`src/rtl/selector_pkg.sv`:
```
// Shared constants for the 8:1 selector datapath and its receiving deserializer.
package selector_pkg;

    localparam int unsigned SEL_WIDTH = 8;
    localparam int unsigned SEL_IDX_W = 3;

    // Frame FSM encoding, shared with the serializer side of the link.
    localparam logic [0:0] ST_IDLE    = 1'b0;
    localparam logic [0:0] ST_COLLECT = 1'b1;

endpackage

```
`src/rtl/decoder8.sv`:
```
// 3-to-8 one-hot decoder with enable; the structural inverse of the selector tree.
module decoder8
    import selector_pkg::*;
(
    input  logic                 en,
    input  logic [SEL_IDX_W-1:0] idx,
    output logic [0:SEL_WIDTH-1] hot
);

    always_comb begin
        hot = '0;
        for (int i = 0; i < SEL_WIDTH; i++) begin
            hot[i] = en && (idx == SEL_IDX_W'(i));
        end
    end

endmodule

```
`src/rtl/deselector8.sv`:
```
// Serial-to-parallel receiver: strobed bits land in a[s]; completed word shown with a valid pulse.
module deselector8
    import selector_pkg::*;
(
    input  logic                 clk,
    input  logic                 rst,
    input  logic                 start,
    input  logic                 en,
    input  logic                 x,
    output logic [0:SEL_WIDTH-1] a,
    output logic                 valid,
    output logic [SEL_IDX_W-1:0] s,
    output logic                 busy,
    output logic                 err
);

    logic [0:0]           state_q, state_d;
    logic [0:SEL_WIDTH-1] shadow_q, shadow_d, shadow_base, we;
    logic [0:SEL_WIDTH-1] a_d;
    logic [SEL_IDX_W-1:0] s_d;
    logic                 valid_d, err_d;
    logic                 collecting, last_idx;

    assign collecting = (state_q == ST_COLLECT);
    assign last_idx   = (s == SEL_IDX_W'(SEL_WIDTH - 1));
    assign busy       = collecting;

    // A start always restarts at index 0, so the decoder sees 0 in that cycle.
    decoder8 u_decoder8 (
        .en  (en && (start || collecting)),
        .idx (start ? '0 : s),
        .hot (we)
    );

    always_comb begin
        shadow_base = start ? '0 : shadow_q;
        for (int i = 0; i < SEL_WIDTH; i++) begin
            shadow_d[i] = we[i] ? x : shadow_base[i];
        end

        state_d = state_q;
        s_d     = s;
        a_d     = a;
        valid_d = 1'b0;
        err_d   = 1'b0;

        if (start) begin
            state_d = ST_COLLECT;
            err_d   = collecting;
            s_d     = en ? SEL_IDX_W'(1) : '0;
        end else if (collecting && en) begin
            if (last_idx) begin
                a_d     = shadow_d;
                valid_d = 1'b1;
                state_d = ST_IDLE;
                s_d     = '0;
            end else begin
                s_d = s + SEL_IDX_W'(1);
            end
        end
    end

    always_ff @(posedge clk or posedge rst) begin
        if (rst) begin
            state_q  <= ST_IDLE;
            shadow_q <= '0;
            a        <= '0;
            s        <= '0;
            valid    <= 1'b0;
            err      <= 1'b0;
        end else begin
            state_q  <= state_d;
            shadow_q <= shadow_d;
            a        <= a_d;
            s        <= s_d;
            valid    <= valid_d;
            err      <= err_d;
        end
    end

endmodule

```
`config.mk`:
```
export PLATFORM = sky130hd
export DESIGN_NAME = deselector8
export DESIGN_NICKNAME = d
export VERILOG_FILES = /design/src/rtl/selector_pkg.sv /design/src/rtl/decoder8.sv /design/src/rtl/deselector8.sv
export SDC_FILE = /design/constraint.sdc
export NUM_CORES = 1
export LEC_CHECK = 0
export ABC_CLOCK_PERIOD_IN_PS = 3400
export BUFFER_PORTS_ARGS = -buffer_cell sky130_fd_sc_hd__buf_2
export CELL_PAD_IN_SITES_DETAIL_PLACEMENT = 1
export CELL_PAD_IN_SITES_GLOBAL_PLACEMENT = 2
export CORE_MARGIN = 3
export CORE_UTILIZATION = 38
export CTS_BUF_LIST = sky130_fd_sc_hd__clkbuf_8
export CTS_CLUSTER_DIAMETER = 120
export DETAILED_ROUTE_END_ITERATION = 12
export GPL_TIMING_DRIVEN = 1
export HOLD_SLACK_MARGIN = 0.08
export PLACE_DENSITY_LB_ADDON = 0.1
export SYNTH_ARGS = -nofsm -noshare
export SYNTH_HDL_FRONTEND = slang
export SYNTH_SLANG_ARGS = --single-unit
```
`constraint.sdc`:
```
create_clock -name clk -period 3.4 [get_ports clk]
set_input_delay 1.02 -clock clk [delete_from_list [all_inputs] [get_ports clk]]
set_output_delay 1.02 -clock clk [all_outputs]
set_load 0.02 [all_outputs]
```
After elaboration in Yosys (flattened, before gate mapping)

Index checks and enable logic that the tools add are counted.

Bits in registers: 22
Input port bits: 5
Output and inout bits: 14
Logic and storage cells: 53

$add $sub $neg: 1
Equal/unequal tests: 8
Muxes and demuxes: 21
Bitwise gates (word level): 1
Reduce and logical (&&, ||, !) cells: 16

Operator list:

| kind                  | number |
|---|---|
| $mux W1               | 16 |
| $eq A3 B3 Y1 const B  | 5 |
| $mux W3               | 4 |
| $logic_and A1 B1 Y1   | 10 |
| $mux W8               | 1 |
| $eq A3 B2 Y1 const B  | 2 |
| $reduce_bool A2 Y1    | 2 |
| $add A3 B1 Y3 const B | 1 |
| $eq A3 B1 Y1 const B  | 1 |
| $logic_not A3 Y1      | 1 |
| $reduce_and A3 Y1     | 1 |
| $reduce_and A2 Y1     | 1 |
| $logic_or A1 B1 Y1    | 1 |
| $not A1 Y1            | 1 |

Logic depth before layout (Yosys ltp)

Depth in word-level cells: 4
Mapped depth: 7

Hierarchy

A second synthesis with hierarchy kept.

Cells, all modules: 95
Area total of the unflattened synthesis: 1087.3 sq um

By module, submodules not included:

| module      | instances | cells each | area each (sq um) |
|---|---|---|---|
| deselector8 | 1         | 87         | 992.2 |
| decoder8    | 1         | 8          | 95.1 |

Worst setup path before layout

OpenSTA, ideal clock, no wires.

Kind: in2reg
Start: in start
End: reg a[4] in the netlist's numbering
Data arrival time: 1740 ps
Data required time: 3265 ps
Slack: 1525 ps
Stages: 4
Path buffers: 1
Cell sequence: buf_6 nand4b_1 o311ai_2 a31oi_1

Cells in the longest elaborated chain, start to end: 4

Ends and longest elaborated chain:

| item                                                       | line                                 | text |
|---|---|---|
| start: declaration                                         | deselector8.sv:7                     | `input logic start,` |
| $mux W3 / $logic_or A1 B1 Y1 (equally long branches)       | deselector8.sv:31, deselector8.sv:30 |  |
| $eq A3 B3 Y1 / $logic_and A1 B1 Y1 (equally long branches) | decoder8.sv:13, deselector8.sv:30    |  |
| $logic_and A1 B1 Y1                                        | decoder8.sv:13                       | `hot[i] = en && (idx == SEL_IDX_W'(i));` |
| $mux W1                                                    | deselector8.sv:38                    | `shadow_d[i] = we[i] ? x : shadow_base[i];` |
| end signal: assignment                                     | deselector8.sv:67                    | `a <= '0;` |
| end signal: assignment                                     | deselector8.sv:74                    | `a <= a_d;` |
| end: declaration                                           | deselector8.sv:10                    | `output logic [0:SEL_WIDTH-1] a,` |

Parallel ways exist; a longest one is shown, timed or not.
A chain may end at the register's enable or synchronous reset.

Worst setup path in the final report

Start: reg s[0]
End: out s[0]

RTL lines:

| item                     | line              | text |
|---|---|---|
| start: declaration       | deselector8.sv:12 | `output logic [SEL_IDX_W-1:0] s,` |
| start signal: assignment | deselector8.sv:68 | `s <= '0;` |
| start signal: assignment | deselector8.sv:75 | `s <= s_d;` |

No word-level cell between the ends.

==> metrics.yaml <==
status: "finished clean"
drt-wirelength-per-cell_um: 16.08
worst-path-buf-inv: 1
antenna_found_initial: 0
synth.distinct_cells: 28
p_seq_frac: 0.476
core_mm2: 0.002590
synth_top_cell_by_area: "dfrtp_1"
area_growth_pct: 11.95
yosysSeqAreaShare: 0.5057
synth_edf_count: 0
p_switching_uw: 154.0
max_cap_viol_count: 0
ys_top_cells_by_count: "dfrtp_1 (22), nand2_1 (17), a31oi_1 (9), nor2_1 (9)"
layout.nets: 130
dp_slack_ns: 1.203
drt-pass1-iter-count: 4
crit_fanout: 14
first_global_vias: 856
synth-warning-count: 0
numClockSinks: 22
netlist.area_leader.share: 0.5057
cts_buffer_depth: 2
n_antenna_cell: 0
setup_viol: 0
arrival_ns: 1.14
comb_power_share: 0.126
detail-route-antenna-nets: 0
initial_utilization: 0.4203
syn_inst: 107
gp_congestion: 0.6873
post_cts_resized: 0
hold_buffers: 0
layout-drive-gt1-share: 0.2149
async_flop_share: 1.000
tritoncts: "built"
die_h_um: 59.52
die-area_mm2: 0.003543
cts.clk_slew.worst_paths_ns: 0.08
synth_nets: 115
criticalPathCategory: "reg2out"
numCtsBuffers: 3
clk_latency_ns: 0.26
critPathMaxStageDelay_ns: 0.63
hold_path.class: "reg2reg"
clock_skew_ns: 0.004071
critPathLaunchType: "register"
power.density_mw_per_mm2: 503.6
dpl.hpwl_um: 1690
gr-total-overflow: 0
met3_usage: 0.02179
use_met2: 0.2559
drt-vias-per-instance: 5.603
grt_pass1_wl_um: 4071
routed_wl_um: 2428
cp_slowest_cell: "dfrtp_1"
fin_ws_ns: 1.236
tightestPinTransition_ns: 0.8430
end_kind: "primary output"
die_w_um: 59.52
finalCritPeriodShare: 0.6363
row_count: 18
required_ns: 2.38
ios: 19
syn_area_mm2: 0.001089
busiest_layer: "met2"
ir_drop_v: 0.0002100
avgSynthCellArea_um2: 10.17
clkPwrFrac: 0.398
root_buffer: "clkbuf_8"
grt_use_total: 0.1518
dp.cells: 147
fin_crit_ns: 2.164
slew_violations: 0
path_cells: "buf_2"
synthFlopType: "dfrtp_1"
grt_max_degree: 23
p_leak_uw: 0.0006211
max_freq_mhz: 462.2
seq_area_um2: 550.5
critical_path.top_delay_family: "flip-flops"
cts_setup_buffers: 0
num_vias: 846
synth.most_common_cell: "dfrtp_1"
intPower_uw: 459.7
portBuffers: 18
synth_area_leaders: "dfrtp_1 (51%), nand2_1 (5.9%), a31oi_1 (5.2%)"
htreeDepth: 1
fin_cells: 151
met1_usage: 0.2038
synth_seq_cells: 22
max-slew-margin-rel: 0.4374
fin_tns_setup_ns: 0
post-route-drc-count: 0
swShare: 0.2509
fillers: 303
multi_input_area_um2: 457.9
final_util: 0.4705
hold_viol: 0
drt-initial-drc-count: 14
grt_setup_unrepaired: "no"
[metal layers]
| layer | vias to the layer above | share of wire |
|---|---|---|
| met1 | 420 | 0.47 |
| li1 | 411 | - |
| met4 | 0 | 0.0078 |
| met5 | - | 0 |
| met3 | 2 | 0.032 |
| met2 | 13 | 0.49 |
[cell type report]
| cell class | count | area share |
|---|---|---|
| Sequential cell | 22 | 0.4517 |
| Multi-Input combinational cell | 74 | 0.3758 |
| Timing Repair Buffer | 18 | 0.07392 |
| Clock buffer | 3 | 0.03388 |
| Tap cell | 30 | 0.03080 |
| Clock inverter | 1 | 0.02464 |
| Inverter | 3 | 0.009240 |
[flip-flops by register name, indices dropped and copies added (netlist names)]
signal and flops:
shadow_q 8, busy 1, a 8, s 3, err 1, valid 1
[kinds of logic (layout without fill, tap and decap cells)]
logic type	Yosys count	count (layout)	share of synthesized area
AND/OR/NAND/NOR	49	49	0.2437
flip-flops	22	22	0.5057
AO/OA/AOI/OAI	22	22	0.1425
buffers and inverters	11	25	0.07356
adder cells (fa/ha/maj)	3	3	0.03449
[power by group through the flow]
stage | registers, uW | clock network, uW | logic (uW)
floorplan | 302 | 0 | 52.0
global placement | 297 | 0 | 77.9
detailed placement | 298 | 0 | 79.0
CTS | 293 | 250 | 79.0
global route | 296 | 258 | 87.6
finish | 292 | 244 | 77.5
[metrics by stage]
stage	instance area, um2	total power (uW)	hold slack [ns]
final	1219	613.7	0.5228
after CTS	1219	622.0	0.5335
after global placement	1147	374.9	0.5033
after global routing	1219	641.3	0.5631
after detailed placement	1147	376.8	0.5149
after floorplan	1089	354.4	0.4791
[tightest hold or removal path, cell delays in order, from the launching register on]
cell      delay [ns]
dfrtp_1         0.33
o211ai_1        0.10
nand2_1         0.07
[worst paths after layout]
kind	slack [ns]	startpoint	to	cells after the start
setup / recovery	1.24	s[0]$_DFFE_PP0P_	s[0]	1
hold / removal	0.52	shadow_q[6]$_DFF_PP0_	shadow_q[6]$_DFF_PP0_	2
setup reg to reg	1.45	s[0]$_DFFE_PP0P_	a[5]$_DFFE_PP0P_	5
hold reg to reg	0.52	shadow_q[6]$_DFF_PP0_	shadow_q[6]$_DFF_PP0_	2
max in group asynchronous	1.96	rst	a[5]$_DFFE_PP0P_	2
min in group asynchronous	0.92	rst	shadow_q[3]$_DFF_PP0_	2
[cells in the final DEF, fill, tap and decap left out]
cell type,netlist,layout
nor2_1,9,9
nor2b_2,1,1
a311o_1,1,1
nand4bb_1,2,2
inv_1,2,2
nor3b_1,1,1
and4b_1,1,1
nor2b_1,2,2
nand2b_1,2,2
o311ai_2,1,1
dfrtp_1,22,22
ha_1,3,3
nand3_1,6,6
and2_2,2,2
nand2_1,17,17
clkbuf_8,0,3
nand4_1,2,2
bufinv_16,0,1
buf_2,1,18
o211ai_1,6,6
a21oi_1,3,3
clkinv_1,1,1
o21ai_1,1,1
o31ai_1,1,1
nor4bb_1,1,1
nand4b_1,2,2
and3b_1,1,1
a31oi_1,9,9
Note: power is estimated with default switching activity, not from simulation.
